$ cat config.mk
export PLATFORM = sky130hd
export DESIGN_NAME = dmem_arbiter_flat
export DESIGN_NICKNAME = d
export VERILOG_FILES = /design/src/rtl/dmem_arbiter_if.sv /design/src/rtl/dmem_arbiter.sv /design/src/flat_wrapper.sv
export SDC_FILE = /design/constraint.sdc
export NUM_CORES = 1
export LEC_CHECK = 0
export ABC_AREA = 0
export BUFFER_PORTS_ARGS = -buffer_cell sky130_fd_sc_hd__buf_2
export CAP_MARGIN = 20
export CORE_AREA = 4 4 102 104
export CTS_BUF_LIST = sky130_fd_sc_hd__clkbuf_4 sky130_fd_sc_hd__clkbuf_8
export DETAILED_ROUTE_END_ITERATION = 16
export DIE_AREA = 0 0 106 108
export PLACE_DENSITY = 0.51
export SLEW_MARGIN = 10
export SYNTH_ARGS = -nofsm -noshare
export SYNTH_HDL_FRONTEND = slang
export SYNTH_SLANG_ARGS = --single-unit
export TNS_END_PERCENT = 10
$ cat constraint.sdc
create_clock -name clk -period 2.8 [get_ports clk]
set_input_delay 0.14 -clock clk [delete_from_list [all_inputs] [get_ports clk]]
set_output_delay 0.14 -clock clk [all_outputs]
set_load 0.02 [all_outputs]
$ cat src/rtl/dmem_arbiter_if.sv
// ---------------------------------------------------------------------------
// dmem_arbiter_if
// Bundles every bus signal around the data-RAM arbiter: the core load/store
// request port, the UART loader request port, the shared read-data return,
// the boot status flag and the block-RAM drive/return signals.
//   slave  modport : seen by the arbiter (requests and RAM data in,
//                    grants, rvalids, rdata and RAM drive out)
//   master modport : seen by the environment (requesters plus block RAM)
// Parameter AW: byte-address width of both requesters and of the RAM.
// ---------------------------------------------------------------------------
interface dmem_arbiter_if #(
   parameter int AW = 32
);
   // core load/store port
   logic          core_req;
   logic          core_we;
   logic [AW-1:0] core_addr;
   logic [31:0]   core_wdata;
   logic          core_gnt;
   logic          core_stall;
   logic          core_rvalid;

   // loader port
   logic          ld_req;
   logic          ld_we;
   logic [AW-1:0] ld_addr;
   logic [31:0]   ld_wdata;
   logic          ld_gnt;
   logic          ld_rvalid;
   logic          ld_done;

   // shared return and status
   logic [31:0]   rdata;
   logic          booting;

   // block RAM side
   logic          ram_en;
   logic          ram_we;
   logic [AW-1:0] ram_addr;
   logic [31:0]   ram_di;
   logic [31:0]   ram_dout;

   modport slave (
      input  core_req, core_we, core_addr, core_wdata,
      input  ld_req, ld_we, ld_addr, ld_wdata, ld_done,
      input  ram_dout,
      output core_gnt, core_stall, core_rvalid,
      output ld_gnt, ld_rvalid,
      output rdata, booting,
      output ram_en, ram_we, ram_addr, ram_di
   );

   modport master (
      output core_req, core_we, core_addr, core_wdata,
      output ld_req, ld_we, ld_addr, ld_wdata, ld_done,
      output ram_dout,
      input  core_gnt, core_stall, core_rvalid,
      input  ld_gnt, ld_rvalid,
      input  rdata, booting,
      input  ram_en, ram_we, ram_addr, ram_di
   );
endinterface

$ cat src/rtl/dmem_arbiter.sv
// ---------------------------------------------------------------------------
// dmem_arbiter
// Shares the single-port data block RAM between the core load/store stage and
// the UART program loader. While booting only the loader is served; after the
// loader signals ld_done the core has priority, except that a loader denied
// STARVE_MAX times in a row wins the next contended cycle. Read data from the
// RAM (one cycle latency) is broadcast on rdata and qualified by the rvalid of
// whichever requester issued the load.
// Ports:
//   clk  - clock
//   rst  - synchronous active-high reset
//   bus  - dmem_arbiter_if.slave: core/loader request ports, grants, stall,
//          rvalids, rdata, booting flag and block-RAM drive/return
// Parameters:
//   STARVE_MAX - consecutive loader denials before the loader wins (1..15)
//   AW         - byte-address width
// ---------------------------------------------------------------------------
module dmem_arbiter #(
   parameter int STARVE_MAX = 4,
   parameter int AW         = 32
) (
   input  logic          clk,
   input  logic          rst,
   dmem_arbiter_if.slave bus
);

   typedef enum logic [0:0] {
      ST_BOOT = 1'b0,
      ST_RUN  = 1'b1
   } state_t;

   localparam logic [3:0] STARVE_LIM = 4'(STARVE_MAX);
   localparam logic       OWNER_CORE = 1'b0;
   localparam logic       OWNER_LD   = 1'b1;

   state_t        state_r;
   logic [3:0]    starve_cnt_r;
   logic          rd_pend_r;
   logic          rd_owner_r;

   logic          core_gnt_s;
   logic          ld_gnt_s;
   logic          rd_issue_s;
   logic          ram_we_s;
   logic [AW-1:0] ram_addr_s;
   logic [31:0]   ram_di_s;

   // Grant decision: loader only while booting, core priority with a starvation escape afterwards.
   always_comb begin
      core_gnt_s = 1'b0;
      ld_gnt_s   = 1'b0;
      if (rst) begin
         core_gnt_s = 1'b0;
         ld_gnt_s   = 1'b0;
      end else begin
         case (state_r)
            ST_BOOT: begin
               core_gnt_s = 1'b0;
               ld_gnt_s   = bus.ld_req;
            end
            ST_RUN: begin
               if (bus.core_req && bus.ld_req) begin
                  // contended: the loader only wins once it has waited its full allowance
                  if (starve_cnt_r == STARVE_LIM) begin
                     ld_gnt_s = 1'b1;
                  end else begin
                     core_gnt_s = 1'b1;
                  end
               end else begin
                  core_gnt_s = bus.core_req;
                  ld_gnt_s   = bus.ld_req;
               end
            end
            default: begin
               core_gnt_s = 1'b0;
               ld_gnt_s   = 1'b0;
            end
         endcase
      end
   end

   // RAM command mux from the granted requester; address/data are don't-care when idle.
   always_comb begin
      ram_we_s   = 1'b0;
      ram_addr_s = {AW{1'b0}};
      ram_di_s   = 32'd0;
      if (core_gnt_s) begin
         ram_we_s   = bus.core_we;
         ram_addr_s = bus.core_addr;
         ram_di_s   = bus.core_wdata;
      end else if (ld_gnt_s) begin
         ram_we_s   = bus.ld_we;
         ram_addr_s = bus.ld_addr;
         ram_di_s   = bus.ld_wdata;
      end else begin
         // park on the core fields so the address bus does not toggle needlessly
         ram_we_s   = 1'b0;
         ram_addr_s = bus.core_addr;
         ram_di_s   = bus.core_wdata;
      end
   end

   assign rd_issue_s = (core_gnt_s & ~bus.core_we) | (ld_gnt_s & ~bus.ld_we);

   // Boot/run state, loader starvation counter and pending-read tracking.
   always_ff @(posedge clk) begin
      if (rst) begin
         state_r      <= ST_BOOT;
         starve_cnt_r <= 4'd0;
         rd_pend_r    <= 1'b0;
         rd_owner_r   <= OWNER_CORE;
      end else begin
         case (state_r)
            ST_BOOT: begin
               if (bus.ld_done) begin
                  state_r <= ST_RUN;
               end else begin
                  state_r <= ST_BOOT;
               end
            end
            ST_RUN:  state_r <= ST_RUN;
            default: state_r <= ST_BOOT;
         endcase

         // counts only denied loader cycles in RUN; any grant or idle cycle restarts it
         if ((state_r != ST_RUN) || !bus.ld_req || ld_gnt_s) begin
            starve_cnt_r <= 4'd0;
         end else if (starve_cnt_r < STARVE_LIM) begin
            starve_cnt_r <= starve_cnt_r + 4'd1;
         end else begin
            starve_cnt_r <= starve_cnt_r;
         end

         rd_pend_r  <= rd_issue_s;
         rd_owner_r <= ld_gnt_s ? OWNER_LD : OWNER_CORE;
      end
   end

   assign bus.core_gnt    = core_gnt_s;
   assign bus.ld_gnt      = ld_gnt_s;
   assign bus.core_stall  = bus.core_req & ~core_gnt_s;
   assign bus.ram_en      = core_gnt_s | ld_gnt_s;
   assign bus.ram_we      = ram_we_s;
   assign bus.ram_addr    = ram_addr_s;
   assign bus.ram_di      = ram_di_s;
   // a reset landing on the return cycle discards the read
   assign bus.core_rvalid = rd_pend_r & (rd_owner_r == OWNER_CORE) & ~rst;
   assign bus.ld_rvalid   = rd_pend_r & (rd_owner_r == OWNER_LD) & ~rst;
   assign bus.rdata       = bus.ram_dout;
   assign bus.booting     = (state_r == ST_BOOT);

endmodule

$ cat src/flat_wrapper.sv
// flat-port wrapper written by rule: the top's interface ports become plain ports
module dmem_arbiter_flat 
#(
   parameter int STARVE_MAX = 4,
   parameter int AW         = 32
)
  (clk, rst, bus_core_req, bus_core_we, bus_core_addr, bus_core_wdata, bus_ld_req, bus_ld_we, bus_ld_addr, bus_ld_wdata, bus_ld_done, bus_ram_dout, bus_core_gnt, bus_core_stall, bus_core_rvalid, bus_ld_gnt, bus_ld_rvalid, bus_rdata, bus_booting, bus_ram_en, bus_ram_we, bus_ram_addr, bus_ram_di);
  dmem_arbiter_if #(.AW(AW)) bus_i ();
  input  logic clk;
  input  logic rst;
  input wire logic [$bits(bus_i.core_req)-1:0] bus_core_req;
  input wire logic [$bits(bus_i.core_we)-1:0] bus_core_we;
  input wire logic [$bits(bus_i.core_addr)-1:0] bus_core_addr;
  input wire logic [$bits(bus_i.core_wdata)-1:0] bus_core_wdata;
  input wire logic [$bits(bus_i.ld_req)-1:0] bus_ld_req;
  input wire logic [$bits(bus_i.ld_we)-1:0] bus_ld_we;
  input wire logic [$bits(bus_i.ld_addr)-1:0] bus_ld_addr;
  input wire logic [$bits(bus_i.ld_wdata)-1:0] bus_ld_wdata;
  input wire logic [$bits(bus_i.ld_done)-1:0] bus_ld_done;
  input wire logic [$bits(bus_i.ram_dout)-1:0] bus_ram_dout;
  output wire logic [$bits(bus_i.core_gnt)-1:0] bus_core_gnt;
  output wire logic [$bits(bus_i.core_stall)-1:0] bus_core_stall;
  output wire logic [$bits(bus_i.core_rvalid)-1:0] bus_core_rvalid;
  output wire logic [$bits(bus_i.ld_gnt)-1:0] bus_ld_gnt;
  output wire logic [$bits(bus_i.ld_rvalid)-1:0] bus_ld_rvalid;
  output wire logic [$bits(bus_i.rdata)-1:0] bus_rdata;
  output wire logic [$bits(bus_i.booting)-1:0] bus_booting;
  output wire logic [$bits(bus_i.ram_en)-1:0] bus_ram_en;
  output wire logic [$bits(bus_i.ram_we)-1:0] bus_ram_we;
  output wire logic [$bits(bus_i.ram_addr)-1:0] bus_ram_addr;
  output wire logic [$bits(bus_i.ram_di)-1:0] bus_ram_di;
  assign bus_i.core_req = bus_core_req;
  assign bus_i.core_we = bus_core_we;
  assign bus_i.core_addr = bus_core_addr;
  assign bus_i.core_wdata = bus_core_wdata;
  assign bus_i.ld_req = bus_ld_req;
  assign bus_i.ld_we = bus_ld_we;
  assign bus_i.ld_addr = bus_ld_addr;
  assign bus_i.ld_wdata = bus_ld_wdata;
  assign bus_i.ld_done = bus_ld_done;
  assign bus_i.ram_dout = bus_ram_dout;
  assign bus_core_gnt = bus_i.core_gnt;
  assign bus_core_stall = bus_i.core_stall;
  assign bus_core_rvalid = bus_i.core_rvalid;
  assign bus_ld_gnt = bus_i.ld_gnt;
  assign bus_ld_rvalid = bus_i.ld_rvalid;
  assign bus_rdata = bus_i.rdata;
  assign bus_booting = bus_i.booting;
  assign bus_ram_en = bus_i.ram_en;
  assign bus_ram_we = bus_i.ram_we;
  assign bus_ram_addr = bus_i.ram_addr;
  assign bus_ram_di = bus_i.ram_di;
  dmem_arbiter #(.STARVE_MAX(STARVE_MAX), .AW(AW)) u_core (.clk(clk), .rst(rst), .bus(bus_i));
endmodule
Word level (Yosys, flattened, before mapping). Index checks and enable logic that the tools add are counted.

Order comparisons: 1. Reduce and logical (&&, ||, !) cells: 5. Bitwise gates (word level): 15. Equality and inequality tests: 1. $add $sub $neg: 1. Multiplexer cells: 17.

Operators by type and width (number): 32-bit 2-to-1 mux (4); 1-bit 2-to-1 mux (10); 1-bit AND (7); 1-bit NOT (6); 1-bit one-hot mux with 2 select lines (3); 4-bit by 1-bit adder with 4-bit output (second input constant) (1); 4-bit by 3-bit == test with 1-bit output (second input constant) (1); 4-bit by 3-bit < comparator with 1-bit output (second input constant) (1); 1-bit logical OR (2); 1-bit OR (2); 2-bit OR reduction (1); 1-bit logical AND (1); 1-bit logical NOT (1).

Input port bits: 167. Word-level logic and storage cells: 44. Register bits: 7. Output and inout bits: 104.

Depth between registers and ports, before layout. Gate-level depths: netlist of the first run.

Depth after elaboration: 7. Mapped depth: 7. Gate-level depth less buffers: 5.

Worst setup path before layout of the first run. No wires, ideal clock.

Path kind: register -> output. Start point: reg u_core.starve_cnt_r[0]. End point: out bus_ram_addr[24]. Required time: 2.660 ns. Setup slack: 1.039 ns. Cell stages (with the launch flop): 8. Arrival: 1.621 ns. Buffers on the path: 2. Cell sequence: dfxtp_1 > inv_1 > ha_1 > and3b_2 > o21ai_4 > buf_8 > buf_12 > mux2_4.

Word-level cells in the longest chain between the ends: 7. Elaborated cells on any way between the ends: 11. Those cells by class: eq/ne (1); mux (10).

RTL lines: start, declared (line dmem_arbiter.sv:37) `logic [3:0] starve_cnt_r;`; start signal, assigned (line dmem_arbiter.sv:129) `starve_cnt_r <= starve_cnt_r + 4'd1;`; start signal, assigned (line dmem_arbiter.sv:131) `starve_cnt_r <= starve_cnt_r;`; 4-bit by 3-bit == test with 1-bit output * (line dmem_arbiter.sv:64) `if (starve_cnt_r == STARVE_LIM) begin`; 1-bit 2-to-1 mux (line dmem_arbiter.sv:64); 1-bit 2-to-1 mux (line dmem_arbiter.sv:62) `if (bus.core_req && bus.ld_req) begin`; 1-bit one-hot mux with 2 select lines (line dmem_arbiter.sv:56) `case (state_r)`; 1-bit 2-to-1 mux (line dmem_arbiter.sv:52) `if (rst) begin`; 32-bit 2-to-1 mux (line dmem_arbiter.sv:91) `end else if (ld_gnt_s) begin`; 32-bit 2-to-1 mux * (line dmem_arbiter.sv:87) `if (core_gnt_s) begin`; end, declared (line flat_wrapper.sv:30) `output wire logic [$bits(bus_i.ram_addr)-1:0] bus_ram_addr;`.

Every way passes the cells marked *; elsewhere a longest branch is shown, timed or not.

Worst setup path after layout of the first run.
Start point: reg u_core.starve_cnt_r[0]. End point: out bus_ram_addr[9].

Same word-level chain as after synthesis.

==> results of run 1 <==
[kinds of logic (layout without fill, tap and decap cells)]
| family | after synthesis | in the layout |
|---|---|---|
| AO/OA/AOI/OAI | 7 | 7 |
| XOR/XNOR | 1 | 1 |
| adder cells (fa/ha/maj) | 2 | 2 |
| buffers and inverters | 48 | 220 |
| flip-flops | 7 | 7 |
| multiplexers | 65 | 65 |
| AND/OR/NAND/NOR | 22 | 22 |
[worst max-delay path, cell delays in order, from the launching register on]
cell	delay (ns)
dfxtp_1	0.36
inv_1	0.06
ha_1	0.20
and3b_2	0.25
o21ai_4	0.16
buf_4	0.43
mux2_2	0.39
buf_2	0.16
[flip-flops by register name, summed over array words and instances (netlist names)]
register,flops
u_core.rd_owner_r,1
u_core.state_r,1
u_core.rd_pend_r,1
u_core.starve_cnt_r,4
[power groups by stage]
| stage | Clock [W] | Combinational, W | Sequential, W |
|---|---|---|---|
| floorplan | 0 | 0.000342 | 0.000106 |
| global placement | 0 | 0.000437 | 0.000107 |
| detailed placement | 0 | 0.000441 | 0.000107 |
| CTS | 0.000153 | 0.000443 | 0.000105 |
| global route | 0.000161 | 0.000468 | 0.000106 |
| finish | 0.000149 | 0.000438 | 0.000105 |
[per-stage QoR]
step	worst slack, ns	power [W]
2_1_floorplan	1.039	0.0004487
6_report	0.4008	0.0006920
4_1_cts	0.3761	0.0007016
3_3_place_gp	0.6757	0.0005440
5_1_grt	0.2821	0.0007345
3_5_place_dp	0.6255	0.0005483
[cell usage after synthesis (all sizes together)]
library cell	instances
buf	40
nand3	1
a31oi	1
dfxtp	7
nand2	3
mux2i	1
nand2b	1
mux2	64
and3	1
xnor2	1
nor2b	1
nand4b	1
ha	2
and2	1
nor3b	1
a21oi	2
inv	8
nor2	7
o211ai	2
nor3	4
o21ai	1
o31ai	1
and3b	1
[per-layer routing]
layer  up-vias  wire length, um
met3         0              782
met4         0                0
met5         -                0
met2       140             2831
li1        840                -
met1       817             2355
[cell type report]
| cell class | instances | area, sq um | share of cell area, % |
|---|---|---|---|
| Sequential cell | 7 | 140.1 | 5.545 |
| Tap cell | 133 | 166.4 | 6.584 |
| Clock buffer | 4 | 48.80 | 1.931 |
| Inverter | 8 | 30.03 | 1.188 |
| Multi-Input combinational cell | 97 | 1084 | 42.87 |
| Timing Repair Buffer | 208 | 1059 | 41.88 |
[worst max path at each step]
| stage | endpoint | slack, ns | depth (start not counted) |
|---|---|---|---|
| 6_report | bus_ram_addr[9] | 0.40 | 7 |
| 5_1_grt | bus_ram_addr[13] | 0.28 | 7 |
| 4_1_cts | bus_ram_addr[5] | 0.38 | 7 |
| 3_5_place_dp | bus_ram_addr[5] | 0.63 | 7 |
| 3_3_place_gp | bus_ram_addr[9] | 0.68 | 7 |
| 2_1_floorplan | bus_ram_addr[24] | 1.04 | 7 |
==> run summary, run 1 <==
Status: finished clean
Distinct cells, synth: 27
Req. time, crit path: 2.66 ns
Commonest non-fill, non-tap cell in the layout: buf_2
Switch Pwr: 0.0002587 W
Worst Path Arrival: 2.26 ns
DRC: 0
Tot GR Track Use: 8.914%
IO Pins: 271
Pleak: 1.484 nW
Pwr dens: 273.8 nW/um^2
Final setup violation count: 0
Area after DPL: 2479 sq um
Pin count of the biggest net entering global routing: 34
Detailed Place HPWL: 5349 um
Slew @ Worst Pin: 0.4802 ns
Clk Latency, worst-skew pair: 0.22 ns
Top cell type's share of synthesized area: 35.46%
Compound-Gate Fraction of Synth Area: 3.421%
CTS Buf Count: 3
Proportion of synthesized area in mux cells: 54.28%
Post-CTS sizing: 0
Hold Vio Cnt, Final: 0
Critical path capture point type: output port
Clk network pwr share: 21.5%
Skew final: 0.001694 ns
Dpl cells: 453
Initial antenna violation count: 0
Register bit count reported by yosys: 7
GRT met1 Usage: 10.84%
Clock buffer depth: 2
CTS tree: done
Busiest grt layer: met2
CTS H-Tree Depth: 1
# fillers: 1059
Share of cells above drive strength 1: 86.11%
Post-Synth Adder-Cell Area: 1.555%
Setup Crit Path Kind: reg2out
Switching share of power: 37.39%
Worst R2R End: u_core.rd_owner_r
Placeable Area: 9549 sq um
FF-to-FF path depth: 6
Power share of the sequential group: 15.2%
Hold_sp: bus_ld_done
Tmin final: 2.399 ns
Initial core utilization: 16.85%
Worst vdd ir: 0.2502 mV
Grt total ovfl: 0
Via density per instance: 3.932
# diodes: 0
Syn Area/Cell: 10.59 sq um
Vias in the first global route: 1722
Port bufs: 206
Area leader, netlist: mux2_4
Clock transition at path regs: 0.04 ns
Largest family of logic cells by synthesized area: multiplexers
Final Slew Violations: 0
Sequential fraction of the synthesis area: 8.709%
Post-Synthesis Cells: 152
Routed Antenna Nets: 0
Vias: 1797
CTS Sinks: 7
Die width: 106 um
Chip height: 108 um
Critical R2R Launch: u_core.starve_cnt_r[0]
Die footprint: 11450 sq um
Synthesis-to-finish area growth: 57.08%
Cell internal pwr: 0.0004333 W
Max cap viols: 0
Layout Nets: 494
Cells on Worst Hold Path: 3
First-pass GRT wire length: 8418 um
Gate power share: 63.3%
Post-Syn Nets: 321
Max transition margin: 67.99%
Postcts setup bufs: 0
Post-route cell area: 2527 sq um
Post-Synth Simple-Gate Area: 7.543%
Synth Cell Area: 1609 sq um
Clock root buffer: clkbuf_8
Initial DRC Count: 68
Router iterations before antenna repair: 4
Setup TNS: 0 ns
Crit path from: u_core.starve_cnt_r[0]
Row count: 36
Non-Filler Instances: 457
Flop2flop setup slack: 1.35 ns
Hold_buf cts: 0
RSZ-0062 raised after global routing: no
DRT Wirelength: 5969 um
GP Congestion: 0.7749
Fmax: 416.8 MHz
Synth Area in XOR/XNOR: 0.5443%
Synth area leaders: mux2_4, mux2_2, buf_4, dfxtp_1, buf_12
Commonest cells after routing, fill and taps aside: buf_2, mux2_4, mux2_2, inv_1
Final period util: 85.69%
Fin util: 26.47%
Hold WS: 0.1214 ns
Endpoint, Worst Hold: u_core.state_r
Syn. warnings: 0
HP Class: in2reg
CP max FO: 33
Post-DR wirelength/cell: 13.06 um
Startpoint types: flop
Met2 Usage GRT: 15.07%
Met3 Resource Use GR: 4.239%
Note: power is estimated with default switching activity, not from simulation.
==> run 2, diff against run 1 <==
--- a/config.mk
+++ b/config.mk
@@ -9,7 +9,7 @@
 export BUFFER_PORTS_ARGS = -buffer_cell sky130_fd_sc_hd__buf_2
 export CAP_MARGIN = 20
 export CORE_AREA = 4 4 102 104
-export CTS_BUF_LIST = sky130_fd_sc_hd__clkbuf_4 sky130_fd_sc_hd__clkbuf_8
+export CTS_BUF_LIST = sky130_fd_sc_hd__clkbuf_4
 export DETAILED_ROUTE_END_ITERATION = 16
 export DIE_AREA = 0 0 106 108
 export PLACE_DENSITY = 0.51
==> run summary, run 2 (synthesis gave the netlist of run 1 again) <==
Status: finished clean
Gate power share: 68.2% (+4.9 points)
Max transition margin: 67.98% (about the same)
Hold_buf cts: 0 (unchanged)
Clock transition at path regs: 0.05 ns (about the same)
Crit path from: u_core.starve_cnt_r[0]
Hold Vio Cnt, Final: 0 (unchanged)
Commonest non-fill, non-tap cell in the layout: buf_2
Row count: 36 (unchanged)
Power share of the sequential group: 16.3% (+1.1 points)
RSZ-0062 raised after global routing: no
Die footprint: 11450 sq um (unchanged)
Tmin final: 2.420 ns (+0.02093 ns)
Final setup violation count: 0 (unchanged)
Initial antenna violation count: 0 (unchanged)
Startpoint types: flop
Final Slew Violations: 0 (unchanged)
Fin util: 26.27% (-0.20 points)
Busiest grt layer: met2
Pleak: 1.476 nW (-0.52%)
Max cap viols: 0 (unchanged)
Slew @ Worst Pin: 0.4803 ns (+0.00003994 ns)
Switching share of power: 39.48% (+2.1 points)
Routed Antenna Nets: 0 (unchanged)
Dpl cells: 453 (unchanged)
Placeable Area: 9549 sq um (unchanged)
Vias: 1795 (-0.11%)
Clock root buffer: clkbuf_4
Hold_sp: bus_ld_done
Biggest register: u_core.starve_cnt_r
IO Pins: 271 (unchanged)
Final period util: 86.43% (+0.75 points)
Setup Crit Path Kind: reg2out
GRT met1 Usage: 10.84% (unchanged)
CP max FO: 33 (unchanged)
CTS Sinks: 7 (unchanged)
Met3 Resource Use GR: 4.239% (unchanged)
Critical path capture point type: output port
First-pass GRT wire length: 8418 um (unchanged)
Skew final: 0.003511 ns (+0.001818 ns)
Postcts setup bufs: 0 (unchanged)
# diodes: 0 (unchanged)
Switch Pwr: 0.0002537 W (-2.0%)
CTS tree: done
Critical R2R Launch: u_core.starve_cnt_r[0]
Share of cells above drive strength 1: 86.11% (unchanged)
Post-DR wirelength/cell: 13.05 um (about the same)
DRC: 0 (unchanged)
Hold WS: 0.09544 ns (-0.02598 ns)
Port bufs: 206 (unchanged)
Die width: 106 um (unchanged)
Pin count of the biggest net entering global routing: 34 (unchanged)
CTS Buf Count: 3 (unchanged)
Synthesis-to-finish area growth: 55.91%
Grt total ovfl: 0 (unchanged)
Setup TNS: 0 ns (unchanged)
Non-Filler Instances: 457 (unchanged)
Fmax: 413.2 MHz (-0.86%)
Post-CTS sizing: 0 (unchanged)
Chip height: 108 um (unchanged)
Pre-CTS WS: 0.6255 ns (unchanged)
Initial core utilization: 16.85% (unchanged)
Clock buffer depth: 2 (unchanged)
# fillers: 1062 (+0.28%)
HP Class: in2reg
Vias in the first global route: 1721 (-0.058%)
Commonest cells after routing, fill and taps aside: buf_2, mux2_4, mux2_2, inv_1
Router iterations before antenna repair: 4 (unchanged)
Via density per instance: 3.928 (-0.11%)
Layout Nets: 494 (unchanged)
Initial DRC Count: 62 (-8.8%)
Clk Latency, worst-skew pair: 0.25 ns (+0.03 ns)
DRT Wirelength: 5964 um (about the same)
Tot GR Track Use: 8.914% (unchanged)
Pwr dens: 256.1 nW/um^2 (-6.5%)
Final worst slack: 0.3799 ns (-0.02093 ns)
Cell internal pwr: 0.0003889 W (-10%)
Detailed Place HPWL: 5349 um (unchanged)
Req. time, crit path: 2.66 ns (about the same)
Worst vdd ir: 0.2513 mV (+0.45%)
Worst Path Arrival: 2.28 ns (+0.02 ns)
GP Congestion: 0.7749 (unchanged)
Met2 Usage GRT: 15.07% (unchanged)
Max reg flops: 4 (unchanged)
CTS H-Tree Depth: 1 (unchanged)
Clk network pwr share: 15.5% (-6.0 points)
==> run 2: cell counts in the layout (fill, tap and decap cells not counted) <==
No cell type changed its count.
==> run 2: layer usage <==
metal | wire length, um | vias up
li1 | - | 841
met1 | 2352 | 814
met2 | 2832 | 140
met3 | 779 | 0
met4 | 0 | 0
met5 | 0 | -
==> run 2: worst max-delay path: stages, from the launching register on <==
cell	delay [ns]
dfxtp_1	0.36
inv_1	0.06
ha_1	0.20
and3b_2	0.25
o21ai_4	0.16
buf_4	0.43
mux2_2	0.39
buf_2	0.16
==> run 2: cell type report <==
type,instances,area (sq um),share of cell area [%]
multi-input cells,97,1084,43.19
well taps,133,166.4,6.633
flip-flops and latches,7,140.1,5.586
inverters,8,30.03,1.197
clock buffers,4,30.03,1.197
repair buffers,208,1059,42.19
==> run 2: worst paths after layout <==
| check | slack [ns] | end | cells past startpoint |
|---|---|---|---|
| max reg2reg | 1.36 | u_core.rd_owner_r | 6 |
| max | 0.38 | bus_ram_addr[9] | 7 |
| min | 0.1 | u_core.state_r | 3 |
| min reg2reg | 0.49 | u_core.starve_cnt_r[3] | 2 |
==> run 2: power groups by stage <==
stage	Sequential [W]	Combinational [W]	Clock, W
final	0.000105	0.000438	0.0000999
after detailed placement	0.000107	0.000441	0
after floorplan	0.000106	0.000342	0
after global placement	0.000107	0.000437	0
after global routing	0.000105	0.000468	0.000112
after CTS	0.000105	0.000443	0.000104
==> run 2: through the flow <==
stage	area [sq um]	total power, W
after CTS	2509	0.0006518
after floorplan	1609	0.0004487
after global placement	2479	0.0005440
final	2509	0.0006426
after detailed placement	2479	0.0005483
after global routing	2509	0.0006850
==> run 3, diff against run 2 <==
--- a/config.mk
+++ b/config.mk
@@ -12,7 +12,8 @@
 export CTS_BUF_LIST = sky130_fd_sc_hd__clkbuf_4
 export DETAILED_ROUTE_END_ITERATION = 16
 export DIE_AREA = 0 0 106 108
-export PLACE_DENSITY = 0.51
+export GPL_ROUTABILITY_DRIVEN = 0
+export PLACE_DENSITY = 0.58
 export SLEW_MARGIN = 10
 export SYNTH_ARGS = -nofsm -noshare
 export SYNTH_HDL_FRONTEND = slang
==> run summary, run 3 (synthesis gave the netlist of run 1 again) <==
Status: finished clean
Max cap viols: 0 (unchanged)
Chip height: 108 um (unchanged)
Area after DPL: 2479 sq um (unchanged)
Worst vdd ir: 0.1403 mV (-44%)
Clk Latency, worst-skew pair: 0.25 ns (about the same)
Router iterations before antenna repair: 4 (unchanged)
Clock root buffer: clkbuf_4
Vias in the first global route: 1681 (-2.3%)
Routed Antenna Nets: 0 (unchanged)
Flop2flop setup slack: 1.33 ns (-0.03 ns)
CP max FO: 29 (-12%)
Clock buffer depth: 2 (unchanged)
Initial core utilization: 16.85% (unchanged)
First-pass GRT wire length: 8466 um (+0.57%)
CTS Sinks: 7 (unchanged)
Fmax: 420.4 MHz (+1.7%)
Pwr dens: 257.5 nW/um^2 (+0.55%)
Post-DR wirelength/cell: 13.87 um (+6.3%)
Placeable Area: 9549 sq um (unchanged)
Vias: 1766 (-1.6%)
Clock transition at path regs: 0.05 ns (about the same)
Final setup violation count: 0 (unchanged)
Max transition margin: 72.42% (+4.4 points)
Initial antenna violation count: 0 (unchanged)
Endpoint, Worst Hold: u_core.rd_pend_r
Cells on Worst Hold Path: 2 (-1)
Setup TNS: 0 ns (unchanged)
CTS tree: done
Tmin final: 2.379 ns (-0.04141 ns)
Slew @ Worst Pin: 0.4137 ns (-0.06652 ns)
Postcts setup bufs: 0 (unchanged)
DRC: 0 (unchanged)
Pin count of the biggest net entering global routing: 38 (+12%)
Commonest cells after routing, fill and taps aside: buf_2, mux2_4, mux2_2, inv_1
Final worst slack: 0.4213 ns (+0.04141 ns)
HP Class: in2reg
Biggest register: u_core.starve_cnt_r
CTS H-Tree Depth: 1 (unchanged)
Detailed Place HPWL: 5685 um (+6.3%)
DRT Wirelength: 6337 um (+6.3%)
Die footprint: 11450 sq um (unchanged)
Dpl cells: 453 (unchanged)
Hold_buf cts: 0 (unchanged)
Fin util: 26.27% (unchanged)
CTS Buf Count: 3 (unchanged)
Initial DRC Count: 85 (+37%)
Setup Crit Path Kind: reg2out
Critical path capture point type: output port
Synthesis-to-finish area growth: 55.91% (unchanged)
Worst Path Arrival: 2.24 ns (-0.04 ns)
# diodes: 0 (unchanged)
Non-Filler Instances: 457 (unchanged)
Commonest non-fill, non-tap cell in the layout: buf_2
FF-to-FF path depth: 6 (unchanged)
Worst Path Buf+Inv: 3 (unchanged)
Worst R2R End: u_core.rd_owner_r
Pleak: 1.476 nW (unchanged)
Row count: 36 (unchanged)
Req. time, crit path: 2.66 ns (about the same)
Post-route cell area: 2509 sq um (unchanged)
RSZ-0062 raised after global routing: no
Max reg flops: 4 (unchanged)
Share of cells above drive strength 1: 86.11% (unchanged)
Final Slew Violations: 0 (unchanged)
Critical R2R Launch: u_core.starve_cnt_r[0]
Top cell family by delay on the critical path: buffers and inverters
Tot GR Track Use: 9.228% (+0.31 points)
Crit path from: u_core.starve_cnt_r[0]
Post-CTS sizing: 0 (unchanged)
IO Pins: 271 (unchanged)
Hold_sp: bus_core_we
Final period util: 84.95% (-1.5 points)
Pre-CTS WS: 0.6807 ns (+0.05516 ns)
Layout Nets: 494 (unchanged)
Via density per instance: 3.864 (-1.6%)
Port bufs: 206 (unchanged)
Grt total ovfl: 0 (unchanged)
Hold Vio Cnt, Final: 0 (unchanged)
Largest stage delay on the critical path: 0.39 ns (-0.04 ns)
Skew final: 0.0001532 ns (-0.003358 ns)
Slowest CP cell: buf_4
Die width: 106 um (unchanged)
Startpoint types: flop
CP Cell Sequence: inv_1 -> ha_1 -> and3b_2 -> o21ai_4 -> buf_4 -> mux2_2 -> buf_2
-- run 3: cell counts in the layout (fill, tap and decap cells not counted) --
Identical to the previous run, type by type.
-- run 3: report_power, final --
part           internal [W]  switching, W  total [W]
clock network     0.0000640     0.0000370   0.000101
registers          0.000103    0.00000202   0.000105
logic              0.000222      0.000218   0.000440
-- run 3: final cells by class --
class,count,area (sq um)
Fill cell,1053,7041
Multi-Input combinational cell,97,1084
Timing Repair Buffer,208,1059
Tap cell,133,166.4
Sequential cell,7,140.1
Clock buffer,4,30.03
Inverter,8,30.03
-- run 3: layer usage --
metal	vias up	track usage, %	wire (um)
met2	134	15.12	3008
met3	2	5.134	881
met4	0	0.8326	13
met1	787	11.05	2433
li1	843	-	-
met5	-	0	0
-- run 3: how the worst max path moves through the flow --
stage	to	slack, ns	cells past startpoint
after floorplan	bus_ram_addr[24]	1.04	7
after global placement	bus_ram_addr[21]	0.73	7
after detailed placement	bus_ram_addr[18]	0.68	7
after CTS	bus_ram_addr[18]	0.40	7
after global routing	bus_ram_addr[19]	0.30	7
final	bus_ram_addr[18]	0.42	7
-- run 3: metrics by stage --
stage / power (W) / hold WS, ns
3_3_place_gp: 0.0005464 / 0.2801
3_5_place_dp: 0.0005504 / 0.2801
5_1_grt: 0.0006848 / 0.09528
6_report: 0.0006461 / 0.09139
2_1_floorplan: 0.0004487 / 0.2403
4_1_cts: 0.0006553 / 0.08447
